**config.mk**
```make
export PLATFORM = sky130hd
export DESIGN_NAME = disp_seq_flat
export DESIGN_NICKNAME = d
export VERILOG_FILES = /design/src/rtl/disp_pkg.sv /design/src/rtl/disp_if.sv /design/src/rtl/disp_seq_tick_gen.sv /design/src/rtl/disp_seq.sv /design/src/flat_wrapper.sv
export SDC_FILE = /design/constraint.sdc
export NUM_CORES = 1
export LEC_CHECK = 0
export ABC_AREA = 1
export ABC_CLOCK_PERIOD_IN_PS = 3100
export BUFFER_PORTS_ARGS = -buffer_cell sky130_fd_sc_hd__buf_2
export CAP_MARGIN = 10
export CORE_AREA = 2 2 87 80
export DETAILED_ROUTE_END_ITERATION = 10
export DIE_AREA = 0 0 89 82
export HOLD_SLACK_MARGIN = 0.02
export PLACE_DENSITY = 0.83
export SLEW_MARGIN = 10
export SYNTH_ARGS = -nofsm -noshare
export SYNTH_HDL_FRONTEND = slang
export SYNTH_HIERARCHICAL = 1
export SYNTH_SLANG_ARGS = --single-unit
```
**constraint.sdc**
```tcl
create_clock -name clk -period 3.1 [get_ports clk]
set_clock_uncertainty 0.2 [all_clocks]
set_input_delay 0.775 -clock clk [delete_from_list [all_inputs] [get_ports clk]]
set_output_delay 0.775 -clock clk [all_outputs]
set_load 0.02 [all_outputs]
```
**src/rtl/disp_pkg.sv**
```systemverilog
// disp_pkg: glyph codes, result codes, sequencer states and the banner lookup
package disp_pkg;
  localparam logic [3:0] G_0 = 4'b0000;
  localparam logic [3:0] G_1 = 4'b0001;
  localparam logic [3:0] G_2 = 4'b0010;
  localparam logic [3:0] G_P = 4'b0100;
  localparam logic [3:0] G_R = 4'b0101;
  localparam logic [3:0] G_S = 4'b0110;
  localparam logic [3:0] G_DASH = 4'b1000;
  localparam logic [3:0] G_OFF = 4'b1111;
  localparam logic [1:0] RES_P1 = 2'b00;
  localparam logic [1:0] RES_P2 = 2'b01;
  localparam logic [1:0] RES_TIE = 2'b10;
  typedef enum logic [1:0] {LIVE, SHOW, GAP} state_t;
  function automatic logic [15:0] banner(input logic [1:0] code);
    return code == RES_P1 ? {G_DASH, G_P, G_1, G_DASH} :
           code == RES_P2 ? {G_DASH, G_P, G_2, G_DASH} : {4{G_DASH}};
  endfunction
endpackage

```
**src/rtl/disp_if.sv**
```systemverilog
// disp_if: game-logic side and scanner side signals of the display sequencer
interface disp_if;
  logic [3:0] live_d1, live_d2, live_d3, live_d4;
  logic res_req;
  logic [1:0] res_code;
  logic [3:0] d1, d2, d3, d4;
  logic scan_clk;
  logic busy;
  modport master(
    output live_d1, live_d2, live_d3, live_d4, res_req, res_code,
    input d1, d2, d3, d4, scan_clk, busy
  );
  modport slave(
    input live_d1, live_d2, live_d3, live_d4, res_req, res_code,
    output d1, d2, d3, d4, scan_clk, busy
  );
endinterface

```
**src/rtl/disp_seq_tick_gen.sv**
```systemverilog
// tick_gen: prescaler emitting a one-cycle tick every DIV clocks, restartable by clr
module tick_gen #(
  parameter int DIV = 100000
) (
  input logic clk,
  input logic rst,
  input logic clr,
  output logic tick
);
  localparam int W = DIV > 1 ? $clog2(DIV) : 1;
  logic [W-1:0] r_cnt;
  assign tick = r_cnt == W'(DIV - 1);
  always_ff @(posedge clk or posedge rst)
    if (rst) r_cnt <= '0;
    else r_cnt <= (clr || tick) ? '0 : r_cnt + 1'b1;
endmodule

```
**src/rtl/disp_seq.sv**
```systemverilog
// disp_seq: scan clock divider and live/blinking-result glyph selector for the digit scanner
module disp_seq
  import disp_pkg::*;
#(
  parameter int SCAN_DIV = 50000,
  parameter int TICK_DIV = 100000,
  parameter int BLINK_TICKS = 250,
  parameter int HOLD_TICKS = 1500
) (
  input logic clk,
  input logic rst,
  disp_if.slave bus
);
  localparam int SW = SCAN_DIV > 1 ? $clog2(SCAN_DIV) : 1;
  localparam int PW = BLINK_TICKS > 1 ? $clog2(BLINK_TICKS) : 1;
  localparam int HW = $clog2(HOLD_TICKS + 1);
  logic [SW-1:0] r_scan_cnt;
  logic r_scan_clk;
  logic w_tick;
  state_t r_state, w_state;
  logic [PW-1:0] r_phase, w_phase;
  logic [HW-1:0] r_hold, w_hold;
  logic [1:0] r_code, w_code;
  logic [15:0] r_d, w_d;
  logic w_hold_end, w_blink_end, w_live;
  always_ff @(posedge clk or posedge rst)
    if (rst) begin
      r_scan_cnt <= '0;
      r_scan_clk <= 1'b0;
    end else begin
      r_scan_cnt <= r_scan_cnt == SW'(SCAN_DIV - 1) ? '0 : r_scan_cnt + 1'b1;
      r_scan_clk <= r_scan_cnt == SW'(SCAN_DIV - 1) ? ~r_scan_clk : r_scan_clk;
    end
  tick_gen #(.DIV(TICK_DIV)) u_tick (
    .clk(clk),
    .rst(rst),
    .clr(bus.res_req),
    .tick(w_tick)
  );
  always_ff @(posedge clk or posedge rst)
    if (rst) begin
      r_state <= LIVE;
      r_phase <= '0;
      r_hold <= '0;
      r_code <= RES_P1;
      r_d <= {4{G_OFF}};
    end else begin
      r_state <= w_state;
      r_phase <= w_phase;
      r_hold <= w_hold;
      r_code <= w_code;
      r_d <= w_d;
    end
  // a new request outranks hold expiry, which outranks the blink toggle
  always_comb begin
    w_live = r_state == LIVE;
    w_hold_end = w_tick && r_hold == HW'(HOLD_TICKS - 1);
    w_blink_end = w_tick && r_phase == PW'(BLINK_TICKS - 1);
    w_code = bus.res_req ? bus.res_code : r_code;
    w_state = bus.res_req ? SHOW :
              w_live || w_hold_end ? LIVE :
              w_blink_end ? (r_state == SHOW ? GAP : SHOW) : r_state;
    w_phase = (bus.res_req || w_live || w_blink_end) ? '0 : r_phase + PW'(w_tick);
    w_hold = (bus.res_req || w_live) ? '0 : r_hold + HW'(w_tick);
  end
  always_comb begin
    w_d = w_state == LIVE ? {bus.live_d1, bus.live_d2, bus.live_d3, bus.live_d4} :
          w_state == SHOW ? banner(w_code) : {4{G_OFF}};
  end
  assign bus.d1 = r_d[15:12];
  assign bus.d2 = r_d[11:8];
  assign bus.d3 = r_d[7:4];
  assign bus.d4 = r_d[3:0];
  assign bus.scan_clk = r_scan_clk;
  assign bus.busy = r_state != LIVE;
endmodule

```
**src/flat_wrapper.sv**
```systemverilog
// flat-port wrapper written by rule: the top's interface ports become plain ports
module disp_seq_flat import disp_pkg::*;
#(
  parameter int SCAN_DIV = 50000,
  parameter int TICK_DIV = 100000,
  parameter int BLINK_TICKS = 250,
  parameter int HOLD_TICKS = 1500
)
  (clk, rst, bus_live_d1, bus_live_d2, bus_live_d3, bus_live_d4, bus_res_req, bus_res_code, bus_d1, bus_d2, bus_d3, bus_d4, bus_scan_clk, bus_busy);
  disp_if bus_i ();
  input logic clk;
  input logic rst;
  input wire logic [$bits(bus_i.live_d1)-1:0] bus_live_d1;
  input wire logic [$bits(bus_i.live_d2)-1:0] bus_live_d2;
  input wire logic [$bits(bus_i.live_d3)-1:0] bus_live_d3;
  input wire logic [$bits(bus_i.live_d4)-1:0] bus_live_d4;
  input wire logic [$bits(bus_i.res_req)-1:0] bus_res_req;
  input wire logic [$bits(bus_i.res_code)-1:0] bus_res_code;
  output wire logic [$bits(bus_i.d1)-1:0] bus_d1;
  output wire logic [$bits(bus_i.d2)-1:0] bus_d2;
  output wire logic [$bits(bus_i.d3)-1:0] bus_d3;
  output wire logic [$bits(bus_i.d4)-1:0] bus_d4;
  output wire logic [$bits(bus_i.scan_clk)-1:0] bus_scan_clk;
  output wire logic [$bits(bus_i.busy)-1:0] bus_busy;
  assign bus_i.live_d1 = bus_live_d1;
  assign bus_i.live_d2 = bus_live_d2;
  assign bus_i.live_d3 = bus_live_d3;
  assign bus_i.live_d4 = bus_live_d4;
  assign bus_i.res_req = bus_res_req;
  assign bus_i.res_code = bus_res_code;
  assign bus_d1 = bus_i.d1;
  assign bus_d2 = bus_i.d2;
  assign bus_d3 = bus_i.d3;
  assign bus_d4 = bus_i.d4;
  assign bus_scan_clk = bus_i.scan_clk;
  assign bus_busy = bus_i.busy;
  disp_seq #(.SCAN_DIV(SCAN_DIV), .TICK_DIV(TICK_DIV), .BLINK_TICKS(BLINK_TICKS), .HOLD_TICKS(HOLD_TICKS)) u_core (.clk(clk), .rst(rst), .bus(bus_i));
endmodule
```
==> flow_summary.json, run 1 <==
{
  "outcome": "finished clean",
  "die_area_mm2": 0.00730,
  "io-pin-count": 39,
  "syn_nets": 465,
  "synth_top_area_share_pct": 38.7,
  "final_cells": 580,
  "place_area_mm2": 0.00397,
  "routed_wl_um": 7130,
  "die_w_um": 89,
  "route.detailed.drc": 0,
  "grt_pass1_vias": 2748,
  "async_reset_ff_share_pct": 100,
  "avgSynthCellArea_um2": 8.42,
  "clockBufferDepth": 2,
  "yosysTopAreaCell": "dfrtp_1",
  "wl_per_cell_um": 12.3,
  "hp-class": "flop to flop",
  "synth_seq_cells": 73,
  "synth.area.top_cells": "dfrtp_1, dfstp_2, nand2_1, inv_1, nor2_1",
  "initial_core_util_pct": 57.2,
  "final-setup-viol-count": 0,
  "power_switching_share_pct": 21.5,
  "min_path_cells": 1,
  "power.leakage_nw": 2.02,
  "clkSlewWorstSetupHoldPaths_ns": 0.07,
  "crit_arrival_ns": 2.81,
  "finalCritPeriodShare_pct": 88.4,
  "final_area_mm2": 0.00422,
  "final_core_util_pct": 65.4,
  "cp_slowest_cell": "dfrtp_1",
  "htreeDepth": 3,
  "firstDrtPassIters": 5,
  "drive_gt1_share_pct": 23.7,
  "clock_sinks": 73,
  "core_mm2": 0.00645,
  "syn_area_mm2": 0.00369,
  "via_count": 2951,
  "critPathKind": "flop to flop",
  "antenna_found_initial": 0,
  "dp_hpwl_um": 5050,
  "vias_per_cell": 5.09,
  "peakVddDrop_mv": 0.279,
  "multi_input_area_mm2": 0.00156,
  "grt_util_all_layers_pct": 21.5,
  "synthFlopType": "dfrtp_1",
  "crit_fanout": 5,
  "r2r_start": "u_core/u_tick/r_cnt[0]$_DFF_PP0_",
  "grt_overflow_total": 0,
  "maxSlewViolCount": 0,
  "r2r_end": "u_core/r_hold[10]$_DFF_PP0_",
  "ant_nets": 0,
  "p_switching_mw": 0.415,
  "crit_path_start_kind": "flop",
  "r2r_cells": 14,
  "holdWs_ns": 0.273,
  "rsz0062_at_grt": "no",
  "cts_buffers": 9,
  "clkPwrFrac_pct": 45.2,
  "crit_path_frequent_cell": "ha_1",
  "register_area_mm2": 0.00185,
  "combPwrFrac_pct": 4.3,
  "holdBufCountCts": 0,
  "cpPeakStageDelay_ns": 0.40,
  "crit_required_ns": 3.17,
  "crit_path_cell_trace": "ha_1 > nand2_2 > nor2_4 > nand3_2 > inv_1 > ha_1 > ha_1 > nand2_1 > nor2_1 > nand2_1 > nor2_1 > nand3_1 > o21ai_0 > nor3b_1",
  "final.setup.tns_ns": 0,
  "finalHoldViolations": 0,
  "synth-edff-count": 0,
  "antenna-diode-count": 0,
  "fillers": 542,
  "drv_cap": 0,
  "min_period_ns": 2.74,
  "relSlewSlack_pct": 57.8,
  "portBuffers": 38,
  "area_growth_pct": 14.4,
  "seqPwrFrac_pct": 50.5,
  "clock_latency_ns": 0.36,
  "worst-r2r-setup-slack_ns": 0.36,
  "min_to": "u_core/r_scan_cnt[0]$_DFF_PP0_",
  "ctsRootBufferMaster": "clkbuf_8",
  "grt_pass1_wl_um": 12000,
  "syn_inst": 438,
  "yosysUniqueCellTypes": 34,
  "power.density_mw_per_mm2": 457,
  "post_cts_buffers": 0,
  "placementRows": 28,
  "worstHoldStart": "u_core/r_scan_cnt[0]$_DFF_PP0_",
  "worst_slew_pin_slew_ns": 0.632,
  "dp_cells": 564,
  "gp_congestion": 0.839,
  "timing.fmax_mhz": 365,
  "nets": 512,
  "p_int_mw": 1.51,
  "cts_resized": 0,
  "fp.dieH_um": 82,
  "ys_seq_area_share_pct": 50.1,
  "tritoncts": "done",
  "drt_first_iter_violations": 215,
  "grt_max_degree": 30,
  "end_kind": "flop",
  "ys.warnings.count": 6
}
==> cell families after synthesis <==
logic type,after synthesis,synth area share (%)
simple gates,248,32.1
flops,73,50.1
buf+inv,67,7.50
compound gates,28,4.48
xor+xnor,16,3.80
fa+ha+maj,6,2.04
==> flip-flops by register name, summed over array words and instances (netlist names) <==
signal               flops
u_core/bus.scan_clk      1
u_core/r_code            2
u_core/r_d              16
u_core/r_hold           11
u_core/r_phase           8
u_core/r_scan_cnt       16
u_core/r_state           2
u_core/u_tick/r_cnt     17
==> worst max path at each step <==
stage | from | endpoint | slack, ns | cells past startpoint
after floorplan | u_core/u_tick/r_cnt[0]$_DFF_PP0_ | u_core/r_hold[10]$_DFF_PP0_ | 0.65 | 14
after CTS | u_core/u_tick/r_cnt[0]$_DFF_PP0_ | u_core/r_hold[10]$_DFF_PP0_ | 0.35 | 14
after global routing | u_core/u_tick/r_cnt[0]$_DFF_PP0_ | u_core/r_hold[10]$_DFF_PP0_ | 0.03 | 14
after detailed placement | u_core/u_tick/r_cnt[0]$_DFF_PP0_ | u_core/r_hold[10]$_DFF_PP0_ | 0.37 | 14
after global placement | u_core/u_tick/r_cnt[0]$_DFF_PP0_ | u_core/r_hold[10]$_DFF_PP0_ | 0.51 | 14
final | u_core/u_tick/r_cnt[0]$_DFF_PP0_ | u_core/r_hold[10]$_DFF_PP0_ | 0.36 | 14
==> Yosys cell counts (8+ instances only) <==
cell     instances
nand2_1         83
inv_1           61
nor2_1          60
dfrtp_1         57
nand3_1         35
nor2_2          17
dfstp_2         16
nand2_2         16
a21oi_1         12
nand4_1         11
xor2_1          10
nor3_1           9
o21ai_0          8
==> power by group through the flow <==
stage	logic [mW]	registers, mW	clock network, mW
final	0.0837	0.973	0.872
after global routing	0.0959	0.975	0.915
after CTS	0.0857	0.973	0.887
after detailed placement	0.0854	0.991	0
after global placement	0.0836	0.990	0
after floorplan	0.0445	0.998	0
==> per-stage QoR <==
step / worst slack (ns) / total power [mW]
2_1_floorplan: 0.653 / 1.04
3_3_place_gp: 0.508 / 1.07
3_5_place_dp: 0.370 / 1.08
4_1_cts: 0.349 / 1.95
5_1_grt: 0.0338 / 1.99
6_report: 0.360 / 1.93
==> cell type report <==
| cell class | count | share of cell area [%] |
|---|---|---|
| sequential | 73 | 43.8 |
| multi-input combinational | 298 | 37.1 |
| timing repair buffer | 39 | 4.98 |
| inverter | 64 | 5.70 |
| clock buffer | 14 | 4.89 |
| tap | 90 | 2.67 |
| clock inverter | 2 | 0.920 |
==> critical path: cells and delay by family (launching register included) <==
| family | cells | cell delay (ns) |
|---|---|---|
| adder cells (fa/ha/maj) | 3 | 0.60 |
| flip-flops | 1 | 0.40 |
| AO/OA/AOI/OAI | 1 | 0.16 |
| AND/OR/NAND/NOR | 9 | 1.13 |
| buffers and inverters | 1 | 0.16 |
==> layer usage <==
layer	GRT usage [%]	vias up	part of all wire, %
li1	-	1469	-
met1	27.1	1390	44
met2	35.1	74	49
met3	4.02	18	3.6
met4	11.9	0	2.7
met5	0	-	0
==> layout by cell type (no fill, tap or decap), types with 2 or more instances in the layout <==
cell       count
nand2_1       83
inv_1         60
nor2_1        60
dfrtp_1       57
buf_2         38
nand3_1       35
nor2_2        17
nand2_2       16
dfstp_2       16
a21oi_1       12
nand4_1       11
xor2_1        10
clkbuf_8       9
nor3_1         9
o21ai_0        8
xnor2_1        6
ha_1           6
nor2_4         4
nor3b_1        4
clkbuf_16      3
inv_2          3
clkbuf_1       2
nand3_2        2
nand2_4        2
nor4_1         2
o22ai_1        2
o21ai_1        2
Power figures use the tool's default switching activity.
==> inputs of run 2 (changes only) <==
==> constraint.sdc (replaced) <==
create_clock -name clk -period 3.1 [get_ports clk]
set_clock_uncertainty 0.2 [all_clocks]
set_input_delay 0.62 -clock clk [delete_from_list [all_inputs] [get_ports clk]]
set_output_delay 0.62 -clock clk [all_outputs]
set_load 0.02 [all_outputs]
==> run 2 against run 1 <==
Net effect: power down 11%; combinational power down 2.9%; sequential share of layout area up 0.79 points; critical path depth unchanged; wire length down 4.5%; utilization down 1.2 points; highest routed layer unchanged.
==> flow_summary.json, run 2 (synthesized netlist as in run 1, its figures left out) <==
{
  "die_area_mm2": 0.00730,
  "multi_input_area_mm2": 0.00156,
  "initial_core_util_pct": 57.2,
  "finalCritPeriodShare_pct": 88.1,
  "antenna-diode-count": 0,
  "vias_per_cell": 4.94,
  "final-setup-viol-count": 0,
  "drt_first_iter_violations": 187,
  "clock_latency_ns": 0.34,
  "ctsRootBufferMaster": "clkbuf_8",
  "fp.dieH_um": 82,
  "relSlewSlack_pct": 40.7,
  "nets": 513,
  "register_area_mm2": 0.00185,
  "end_kind": "flop",
  "post_cts_buffers": 0,
  "clock_sinks": 73,
  "htreeDepth": 3,
  "placementRows": 28,
  "final_cells": 581,
  "r2r_cells": 14,
  "crit_required_ns": 3.15,
  "fillers": 563,
  "ant_nets": 0,
  "gp_congestion": 0.848,
  "die_w_um": 89,
  "hp-class": "input port to async pin",
  "crit_family": "simple AND/OR/NAND/NOR gates",
  "grt_pass1_wl_um": 11800,
  "final.setup.tns_ns": 0,
  "grt_max_degree": 46,
  "setup_ws_ns": 0.370,
  "crit_path_frequent_cell": "ha_1",
  "dp_slack_ns": 0.413,
  "clockBufferDepth": 2,
  "maxSlewViolCount": 0,
  "core_mm2": 0.00645,
  "cts_buffers": 9,
  "largestRegisters": "u_core/u_tick/r_cnt x17, u_core/r_d x16, u_core/r_scan_cnt x16",
  "io-pin-count": 39,
  "layout_common_cells": "nand2_1, inv_1, nor2_1",
  "top_register": "u_core/u_tick/r_cnt",
  "dp_cells": 565,
  "antenna_found_initial": 0,
  "crit_cells": 14,
  "drv_cap": 0,
  "tritoncts": "done",
  "grt_pass1_vias": 2764,
  "cpPeakStageDelay_ns": 0.39,
  "area_growth_pct": 12.4,
  "crit_fanout": 5,
  "peakVddDrop_mv": 0.301,
  "worst_slew_pin_slew_ns": 0.889,
  "route.detailed.drc": 0,
  "routed_wl_um": 6810,
  "finalHoldViolations": 0,
  "critPathKind": "flop to flop",
  "power.leakage_nw": 1.99,
  "crit_path_start_kind": "flop",
  "grt_overflow_total": 0,
  "firstDrtPassIters": 4,
  "largest_register_ffs": 17,
  "min_period_ns": 2.73,
  "outcome": "finished clean",
  "portBuffers": 38,
  "place_area_mm2": 0.00397,
  "crit_arrival_ns": 2.78,
  "holdBufCountCts": 0,
  "final_area_mm2": 0.00414,
  "cts_resized": 0,
  "layout_commonest_cell": "nand2_1",
  "power.density_mw_per_mm2": 415,
  "timing.fmax_mhz": 366,
  "drive_gt1_share_pct": 23.6,
  "clkSlewWorstSetupHoldPaths_ns": 0.07,
  "cp_slowest_cell": "dfrtp_1",
  "rsz0062_at_grt": "no",
  "holdWs_ns": 0.182,
  "path_buf_inv": 1,
  "via_count": 2871,
  "wl_per_cell_um": 11.7,
  "crit_path_cell_trace": "ha_1 > nand2_2 > nor2_4 > nand3_2 > inv_1 > ha_1 > ha_1 > nand2_1 > nor2_1 > nand2_1 > nor2_1 > nand3_1 > o21ai_0 > nor3b_1",
  "grt_util_all_layers_pct": 20.8,
  "dp_hpwl_um": 4920
}
[run 2: routing by layer]
layer	GRT usage, %	vias to the layer above	part of all wire, %
li1	-	1473	-
met1	27.1	1352	47
met2	34.0	39	49
met3	5.03	7	2.9
met4	7.31	0	1.4
met5	0	-	0
[run 2: final timing paths]
path / from / slack, ns / endpoint
max reg2reg: u_core/u_tick/r_cnt[0]$_DFF_PP0_ / 0.37 / u_core/r_hold[10]$_DFF_PP0_
min in group clk: bus_live_d1[3] / 0.25 / u_core/r_d[15]$_DFF_PP1_
max in group asynchronous: rst / 1.69 / u_core/r_d[4]$_DFF_PP1_
max: u_core/u_tick/r_cnt[0]$_DFF_PP0_ / 0.37 / u_core/r_hold[10]$_DFF_PP0_
min: rst / 0.18 / u_core/u_tick/r_cnt[11]$_DFF_PP0_
min reg2reg: u_core/r_scan_cnt[0]$_DFF_PP0_ / 0.27 / u_core/r_scan_cnt[0]$_DFF_PP0_
[run 2: area by class of cell]
type,instances,share of cell area [%]
sequential,73,44.6
multi-input combinational,298,37.7
inverter,64,5.80
timing repair buffer,40,4.95
clock buffer,13,3.87
tap,90,2.72
clock inverter,3,0.362
[run 2: worst register-to-register path, stage by stage, from the launching register on]
cell,delay [ns]
dfrtp_1,0.39
ha_1,0.23
nand2_2,0.08
nor2_4,0.12
nand3_2,0.12
inv_1,0.16
ha_1,0.20
ha_1,0.19
nand2_1,0.06
nor2_1,0.15
nand2_1,0.07
nor2_1,0.19
nand3_1,0.15
o21ai_0,0.16
nor3b_1,0.19
[run 2: power breakdown]
part | total, mW | switching [mW] | leakage, nW | internal [mW]
registers | 0.973 | 0.00517 | 0.935 | 0.968
clock network | 0.663 | 0.327 | 0.0923 | 0.336
logic | 0.0813 | 0.0563 | 0.959 | 0.0250
[run 2: through the flow]
step	util (%)	power, mW
3_5_place_dp	61.5	1.07
3_3_place_gp	61.5	1.07
5_1_grt	64.3	1.79
2_1_floorplan	-	1.04
6_report	64.3	1.72
4_1_cts	64.3	1.74
